File: src/rtl/nco_sweep_ctrl.sv
// nco_sweep_ctrl: linear frequency-sweep sequencer for the multi-waveform NCO.
// Steps freq from a start word toward an inclusive stop word (up or down),
// holding each value for a programmable dwell, single-shot or repeating.
// Ports:
//   clk, rst        clock, synchronous active-high reset
//   go, abort       start request (IDLE only), immediate stop (any state)
//   cfg_start/stop  first word / inclusive limit (FW bits)
//   cfg_step        unsigned step magnitude (FW bits)
//   cfg_dwell       cycles per step, 0 behaves as 1 (DW bits)
//   cfg_repeat      restart at cfg_start after each completed sweep
//   freq            tuning word to the NCO
//   accum_rst       one-cycle NCO accumulator reset at each sweep start
//   sweep_start     one-cycle marker coincident with accum_rst
//   busy            high while sweeping
//   done            one-cycle pulse when a non-repeating sweep completes
// Optional build macro NCO_SWEEP_CNT_EN adds:
//   cfg_count       number of sweeps in repeat mode (0 = unlimited)
//   sweep_cnt       completed sweeps since the last go, saturating
module nco_sweep_ctrl #(
    parameter int unsigned FW = 28,
    parameter int unsigned DW = 16
) (
    input  logic          clk,
    input  logic          rst,
    input  logic          go,
    input  logic          abort,
    input  logic [FW-1:0] cfg_start,
    input  logic [FW-1:0] cfg_stop,
    input  logic [FW-1:0] cfg_step,
    input  logic [DW-1:0] cfg_dwell,
    input  logic          cfg_repeat,
    output logic [FW-1:0] freq,
    output logic          accum_rst,
    output logic          sweep_start,
    output logic          busy,
    output logic          done
`ifdef NCO_SWEEP_CNT_EN
    ,
    input  logic [15:0]   cfg_count,
    output logic [15:0]   sweep_cnt
`endif
);

    typedef enum logic {IDLE = 1'b0, RUN = 1'b1} state_t;

    state_t        state, state_nxt;
    logic [FW-1:0] start_q, stop_q, step_q;
    logic [DW-1:0] dwell_q, dwell_cnt, dwell_cnt_nxt, dwell_max;
    logic          repeat_q, dir_q;
    logic          load_cfg;
    logic [FW-1:0] freq_nxt;
    logic          accum_rst_nxt, sweep_start_nxt, busy_nxt, done_nxt;
    logic [FW:0]   sum_up, diff_dn;
    logic          end_of_sweep, limit_hit;

`ifdef NCO_SWEEP_CNT_EN
    logic [15:0]   count_q, sweep_cnt_nxt, cnt_inc;
`endif

    // Candidate next words carry one extra bit so overflow/underflow end the sweep instead of wrapping.
    always_comb begin
        sum_up       = {1'b0, freq} + {1'b0, step_q};
        diff_dn      = {1'b0, freq} - {1'b0, step_q};
        dwell_max    = (dwell_q == '0) ? '0 : dwell_q - DW'(1);
        end_of_sweep = (step_q == '0)
                    || (!dir_q && (sum_up > {1'b0, stop_q}))
                    || ( dir_q && ((freq < step_q) || (diff_dn < {1'b0, stop_q})));
    end

    // Completed-sweep counter and repeat limit.
`ifdef NCO_SWEEP_CNT_EN
    always_comb begin
        cnt_inc   = (sweep_cnt == 16'hFFFF) ? sweep_cnt : sweep_cnt + 16'd1;
        limit_hit = (count_q != 16'd0) && (cnt_inc >= count_q);
    end
`else
    assign limit_hit = 1'b0;
`endif

    // State register, registered outputs and latched configuration.
    always_ff @(posedge clk) begin
        if (rst) begin
            state       <= IDLE;
            freq        <= '0;
            accum_rst   <= 1'b0;
            sweep_start <= 1'b0;
            busy        <= 1'b0;
            done        <= 1'b0;
            dwell_cnt   <= '0;
            start_q     <= '0;
            stop_q      <= '0;
            step_q      <= '0;
            dwell_q     <= '0;
            repeat_q    <= 1'b0;
            dir_q       <= 1'b0;
`ifdef NCO_SWEEP_CNT_EN
            count_q     <= '0;
            sweep_cnt   <= '0;
`endif
        end else begin
            state       <= state_nxt;
            freq        <= freq_nxt;
            accum_rst   <= accum_rst_nxt;
            sweep_start <= sweep_start_nxt;
            busy        <= busy_nxt;
            done        <= done_nxt;
            dwell_cnt   <= dwell_cnt_nxt;
`ifdef NCO_SWEEP_CNT_EN
            sweep_cnt   <= sweep_cnt_nxt;
`endif
            if (load_cfg) begin
                start_q  <= cfg_start;
                stop_q   <= cfg_stop;
                step_q   <= cfg_step;
                dwell_q  <= cfg_dwell;
                repeat_q <= cfg_repeat;
                dir_q    <= (cfg_start > cfg_stop);
`ifdef NCO_SWEEP_CNT_EN
                count_q  <= cfg_count;
`endif
            end
        end
    end

    // Next-state and next-output logic.
    always_comb begin
        state_nxt       = state;
        freq_nxt        = freq;
        accum_rst_nxt   = 1'b0;
        sweep_start_nxt = 1'b0;
        busy_nxt        = busy;
        done_nxt        = 1'b0;
        dwell_cnt_nxt   = dwell_cnt;
        load_cfg        = 1'b0;
`ifdef NCO_SWEEP_CNT_EN
        sweep_cnt_nxt   = sweep_cnt;
`endif
        if (abort) begin
            state_nxt = IDLE;
            busy_nxt  = 1'b0;
        end else begin
            case (state)
                IDLE: begin
                    if (go) begin
                        load_cfg        = 1'b1;
                        state_nxt       = RUN;
                        freq_nxt        = cfg_start;
                        accum_rst_nxt   = 1'b1;
                        sweep_start_nxt = 1'b1;
                        busy_nxt        = 1'b1;
                        dwell_cnt_nxt   = '0;
`ifdef NCO_SWEEP_CNT_EN
                        sweep_cnt_nxt   = '0;
`endif
                    end
                end
                RUN: begin
                    if (dwell_cnt >= dwell_max) begin
                        dwell_cnt_nxt = '0;
                        if (end_of_sweep) begin
`ifdef NCO_SWEEP_CNT_EN
                            sweep_cnt_nxt = cnt_inc;
`endif
                            if (repeat_q && !limit_hit) begin
                                freq_nxt        = start_q;
                                accum_rst_nxt   = 1'b1;
                                sweep_start_nxt = 1'b1;
                            end else begin
                                state_nxt = IDLE;
                                busy_nxt  = 1'b0;
                                done_nxt  = 1'b1;
                            end
                        end else begin
                            freq_nxt = dir_q ? diff_dn[FW-1:0] : sum_up[FW-1:0];
                        end
                    end else begin
                        dwell_cnt_nxt = dwell_cnt + DW'(1);
                    end
                end
                default: state_nxt = IDLE;
            endcase
        end
    end

endmodule
File: config.mk
export PLATFORM = sky130hd
export DESIGN_NAME = nco_sweep_ctrl
export DESIGN_NICKNAME = d
export VERILOG_FILES = /design/src/rtl/nco_sweep_ctrl.sv
export SDC_FILE = /design/constraint.sdc
export NUM_CORES = 1
export LEC_CHECK = 0
export CAP_MARGIN = 40
export CORE_MARGIN = 2
export CORE_UTILIZATION = 35
export DETAILED_ROUTE_END_ITERATION = 8
export GPL_TIMING_DRIVEN = 0
export PLACE_DENSITY_LB_ADDON = 0.08
export SETUP_SLACK_MARGIN = 0.02
export SYNTH_ARGS = -nofsm -noshare
export SYNTH_HDL_FRONTEND = slang
export SYNTH_SLANG_ARGS = --single-unit
File: constraint.sdc
create_clock -name clk -period 14.96 [get_ports clk]
set_input_delay 2.992 -clock clk [delete_from_list [all_inputs] [get_ports clk]]
set_output_delay 2.992 -clock clk [all_outputs]
set_load 0.01 [all_outputs]
==> impl_metrics.toml, run 1 <==
[run_status]
outcome = "finished, final reports clean"

[setup_path]
crit_fanout = 10
slowest_delay_ns = 0.72
crit_arrival_ns = 7.30
end_kind = "register"
startpoint_type = "register"
cp_cell_sequence = "ha_1 > nor3b_1 > o311ai_1 > a21oi_1 > o21ai_1 > a2111oi_2 > nor2_1 > xor2_1 > ha_1 > nand4_1 > nor4_1 > o221ai_1 > a311oi_1 > a2bb2oi_1 > a21oi_2 > o211ai_2 > clkbuf_1 > nand2_1 > a31o_1 > a21oi_1"
r2r_slack_ns = 8.04
cp.required_ns = 15.34
reg2regPathDepth = 20
critPathKind = "reg -> reg"
worst_path_max_delay_cell = "nor4_1"

[hold_path]
hold_path_depth = 2
min_path_type = "reg -> reg"

[power]
p_per_area_nw_per_um2 = 106
max-vdd-ir-drop_mv = 0.0863
p_leak_uw = 0.00616

[timing]
rsz0062_at_grt = "false"
min_period_over_period = 0.462
skew_ns = 0.0111
setup_viol = 0
holdWs_ns = 0.455
finalHoldViolCount = 0
fmax_mhz = 145
slew_viol_final = 0
final.setup.worst_slack_ns = 8.04
worst_pin_slew_ns = 0.817
finalSetupTns_ns = 0
layout_min_cycle_time_ns = 6.92
relSlewSlack = 0.455

[synthesis]
synth-seq-area-share = 0.248
synth_top_area_cell = "dfxtp_1"
synth-compound-area-share = 0.227
synth_simple_gate_area_frac = 0.215
postSynthCellCount = 1628
synthAdderAreaFrac = 0.165
syn_avg_cell_area_um2 = 7.45
synthFlopType = "dfxtp_1"
synth_most_common_cell = "nand2_1"
synth_top_family_by_area = "compound AO/OA/AOI/OAI gates"
yosysWarnings = 0
synth_top_cell_area_share = 0.248
synth_xor_area_frac = 0.0542
ys_top_cells_by_area = "dfxtp_1 25%, ha_1 16%, a21oi_1 8.7%"
synth_mux_area_frac = 0.0222
synth_seq_cells = 150
synthArstFlopShare = 0
syn_nets = 1892
synthTopCellsByCount = "278 x nand2_1, 211 x a21oi_1, 157 x ha_1"
synth-edff-count = 0
ys_types = 79
netlist_area_um2 = 12100

[route]
vias_per_cell = 5.28
drt-total-wl_um = 44500
firstDrtPassIters = 5
ant_nets = 0
drc = 0
vias = 11900
first_iter_violations = 681
post_drt_wl_per_cell_um = 19.7

[layout]
n_fill_cell = 3561
multi_input_area_um2 = 8280
insertedDiodeCount = 0
drive_above_1_share = 0.0506
synthToLayoutAreaGrowth_pct = 21.4
layout.nets = 2050
area.sequential_um2 = 3000

[clock_network]
cts.sinks = 150
cts_max_level = 4
postCtsSetupBuffers = 0
postCtsResizedCells = 0
clk_pin_slew_ns = 0.07
clk_latency_ns = 0.46
cts_made_buffers = 17
clockBufferDepth = 2
cts_tree = "done"
ctsHoldBuffers = 0
root_buffer = "clkbuf_16"

[global_route]
antenna_found_initial = 0
grt-ovfl-total = 0
grt_pass1_vias = 11500
grt_max_degree = 17
grt_usage = 0.247
grt_pass1_wl_um = 67100

[floorplanning]
dieArea_um2 = 36100
ios = 137
rows = 68
initial_utilization = 0.354
die_width_um = 190
core_area_um2 = 34300
die_h_um = 190

[placed_design]
hpwl_um = 35800
gp_congestion = 0.926
portBuffers = 135
dp_slack_ns = 8.10

[job]
max-cap-violations = 0
final cells by class:
type / count / share of cell area
multi-input cells: 1273 / 0.563
flip-flops and latches: 150 / 0.204
repair buffers: 139 / 0.0943
well taps: 455 / 0.0387
inverters: 122 / 0.0311
clock buffers: 17 / 0.0289
plain buffers: 83 / 0.0258
clock inverters: 14 / 0.0145
per-stage QoR:
step	cells	utilization	instance area [µm²]	total power (µW)
after floorplan	1628	-	12100	853
after global placement	2218	0.410	14000	1060
after detailed placement	2222	0.411	14100	1060
after CTS	2253	0.429	14700	1560
after global routing	2253	0.429	14700	1650
final	2253	0.429	14700	1560
report_power, final:
part | switching [µW] | total (µW) | internal, µW
logic | 370 | 620 | 250
registers | 25.5 | 446 | 420
clock network | 207 | 492 | 284
sequential cells by signal (all words and copies together) (netlist names):
name and cells:
done 1, freq 28, state 1, dir_q 1, dwell_cnt 16, busy 1, start_q 28, stop_q 28
repeat_q 1, step_q 28, sweep_start 1, dwell_q 16
worst paths after layout:
check	startpoint	endpoint
worst max-delay path	step_q[0]	freq[5]
worst min-delay path	stop_q[10]	stop_q[10]
worst max register to register	step_q[0]	freq[5]
worst min register to register	stop_q[10]	stop_q[10]
routing by layer:
metal | routed length (µm) | track usage
met3 | 2340 | 0.0410
met2 | 19700 | 0.391
met4 | 969 | 0.0727
met5 | 0 | 0
met1 | 21500 | 0.342
worst max-delay path: cells and delay by family (launching register included):
kind                       cells  cell delay [ns]
buffers and inverters          1             0.49
DFF                            1             0.64
adders and majority gates      2             0.63
AOI/OAI and AO/OA             11             3.34
and+or+nand+nor                5             1.54
xor gates and xnor gates       1             0.20
cells in the final DEF (no fill, tap or decap), types with 27 or more instances in the layout:
cell             instances
nor3_1                  27
clkbuf_1                61
a21o_1                  33
a21oi_1                211
xnor2_1                 56
nor2_1                 117
inv_1                  118
clkdlybuf4s50_1        135
dfxtp_1                150
o21ai_0                 60
nand2_1                278
ha_1                   157
nand2b_1                27
kinds of logic after synthesis:
kind of cell               count (synthesis)
and+or+nand+nor                          580
AOI/OAI and AO/OA                        435
buffers and inverters                    205
adders and majority gates                159
DFF                                      150
xor gates and xnor gates                  75
muxes                                     24
Power figures use the tool's default switching activity.
==> inputs of run 2 (changes only) <==
==> constraint.sdc (replaced) <==
create_clock -name clk -period 6.9 [get_ports clk]
set_input_delay 1.38 -clock clk [delete_from_list [all_inputs] [get_ports clk]]
set_output_delay 1.38 -clock clk [all_outputs]
set_load 0.01 [all_outputs]
==> impl_metrics.toml, run 2 (synthesis results as in run 1) <==
[layout]
layout.nets = 2050
area.sequential_um2 = 3000
multi_input_area_um2 = 8300
final_common_cell = "nand2_1"
stdcell_count = 2253
drive_above_1_share = 0.0517
mostFrequentLayoutCells = "278 x nand2_1, 211 x a21oi_1, 157 x ha_1, 149 x dfxtp_1, 135 x clkdlybuf4s50_1"
insertedDiodeCount = 0
final_area_um2 = 14700
synthToLayoutAreaGrowth_pct = 21.6
n_fill_cell = 3559

[placed_design]
gp_congestion = 0.926
portBuffers = 135
hpwl_um = 35800
placed_area_um2 = 14100
dp.cells = 2222

[job]
max-cap-violations = 0

[run_status]
outcome = "finished, final reports clean"

[route]
drc = 0
firstDrtPassIters = 5
vias = 12000
ant_nets = 0
vias_per_cell = 5.32
post_drt_wl_per_cell_um = 19.7
first_iter_violations = 724
drt-total-wl_um = 44500

[clock_network]
clockBufferDepth = 2
ctsHoldBuffers = 0
postCtsResizedCells = 1
clk_pin_slew_ns = 0.07
root_buffer = "clkbuf_16"
cts_max_level = 4
cts.sinks = 150
cts_made_buffers = 17
clk_latency_ns = 0.46
postCtsSetupBuffers = 0
cts_tree = "done"

[floorplanning]
rows = 68
ios = 137
die_width_um = 190
initial_utilization = 0.354
core_area_um2 = 34300
dieArea_um2 = 36100
die_h_um = 190

[timing]
worst_pin_slew_ns = 0.806
skew_ns = 0.0111
relSlewSlack = 0.458
slew_viol_final = 0
finalHoldViolCount = 0
finalSetupTns_ns = 0
rsz0062_at_grt = "false"
min_period_over_period = 0.946
fmax_mhz = 153
layout_min_cycle_time_ns = 6.53
setup_viol = 0

[hold_path]
min_path_type = "reg -> reg"

[setup_path]
crit_fanout = 10
crit_arrival_ns = 6.91
cp.required_ns = 7.28
startpoint_type = "register"
end_kind = "register"
critPathKind = "reg -> reg"

[global_route]
grt_pass1_vias = 11500
grt-ovfl-total = 0
grt_usage = 0.247
grt_max_degree = 17
antenna_found_initial = 0
grt_pass1_wl_um = 67200

[power]
clkPwrFrac = 0.316
p_per_area_nw_per_um2 = 229
max-vdd-ir-drop_mv = 0.186
p_leak_uw = 0.00616
power.internal_uw = 2070
switching_share = 0.387
switchingPower_uw = 1310
pwr-share-seq = 0.286
power_frac_comb = 0.398
[run 2: cell counts in the layout (fill, tap and decap cells not counted)]
Identical to the previous run, type by type.
[run 2: routing by layer]
layer | vias to the layer above | share of wire | global-route usage | wire length (µm)
li1 | 5965 | - | - | -
met5 | - | 0 | 0 | 0
met4 | 0 | 0.021 | 0.0727 | 945
met3 | 44 | 0.057 | 0.0410 | 2540
met2 | 336 | 0.44 | 0.391 | 19700
met1 | 5635 | 0.48 | 0.343 | 21300
[run 2: final cells by class]
| type | count | share of cell area |
|---|---|---|
| Inverter | 122 | 0.0311 |
| Tap cell | 455 | 0.0386 |
| Buffer | 83 | 0.0258 |
| Multi-Input combinational cell | 1273 | 0.563 |
| Clock buffer | 17 | 0.0289 |
| Sequential cell | 150 | 0.204 |
| Clock inverter | 14 | 0.0145 |
| Timing Repair Buffer | 139 | 0.0942 |
[run 2: worst paths after layout]
check             start         end  slack (ns)  cells after the start
max           step_q[1]     freq[5]        0.37                     21
min          stop_q[10]  stop_q[10]        0.46                      2
max reg2reg   step_q[1]     freq[5]        0.37                     21
min reg2reg  stop_q[10]  stop_q[10]        0.46                      2
[run 2: worst max-delay path, stage by stage (launching register included)]
cell and delay [ns]:
dfxtp_1 0.45, inv_1 0.12, ha_1 0.31, nor3b_1 0.06, o311ai_1 0.39, a21oi_1 0.21, o21ai_1 0.43, a2111oi_4 0.18
or3_1 0.41, a21oi_1 0.48, o21ai_0 0.19, xnor2_1 0.17, ha_1 0.29, nand3_1 0.20, o21ai_0 0.54, a2bb2oi_1 0.39
a21oi_2 0.08, o211ai_2 0.55, clkbuf_1 0.49, nand2_1 0.14, a31o_1 0.23, a21oi_1 0.14
[run 2: power groups by stage]
stage	Clock, µW	Combinational, µW	Sequential, µW
CTS	1080	1330	966
detailed placement	0	1320	985
floorplan	0	881	968
global placement	0	1310	984
finish	1070	1350	966
global route	1120	1480	972
[run 2: stage by stage]
stage          utilization  hold slack [ns]  setup slack, ns  power [µW]
2_1_floorplan            -            0.431             2.02        1850
3_3_place_gp         0.410            0.438            0.126        2290
3_5_place_dp         0.411            0.442           0.0394        2310
4_1_cts              0.430            0.452            0.197        3380
5_1_grt              0.430            0.466            0.142        3570
6_report             0.430            0.456            0.373        3380
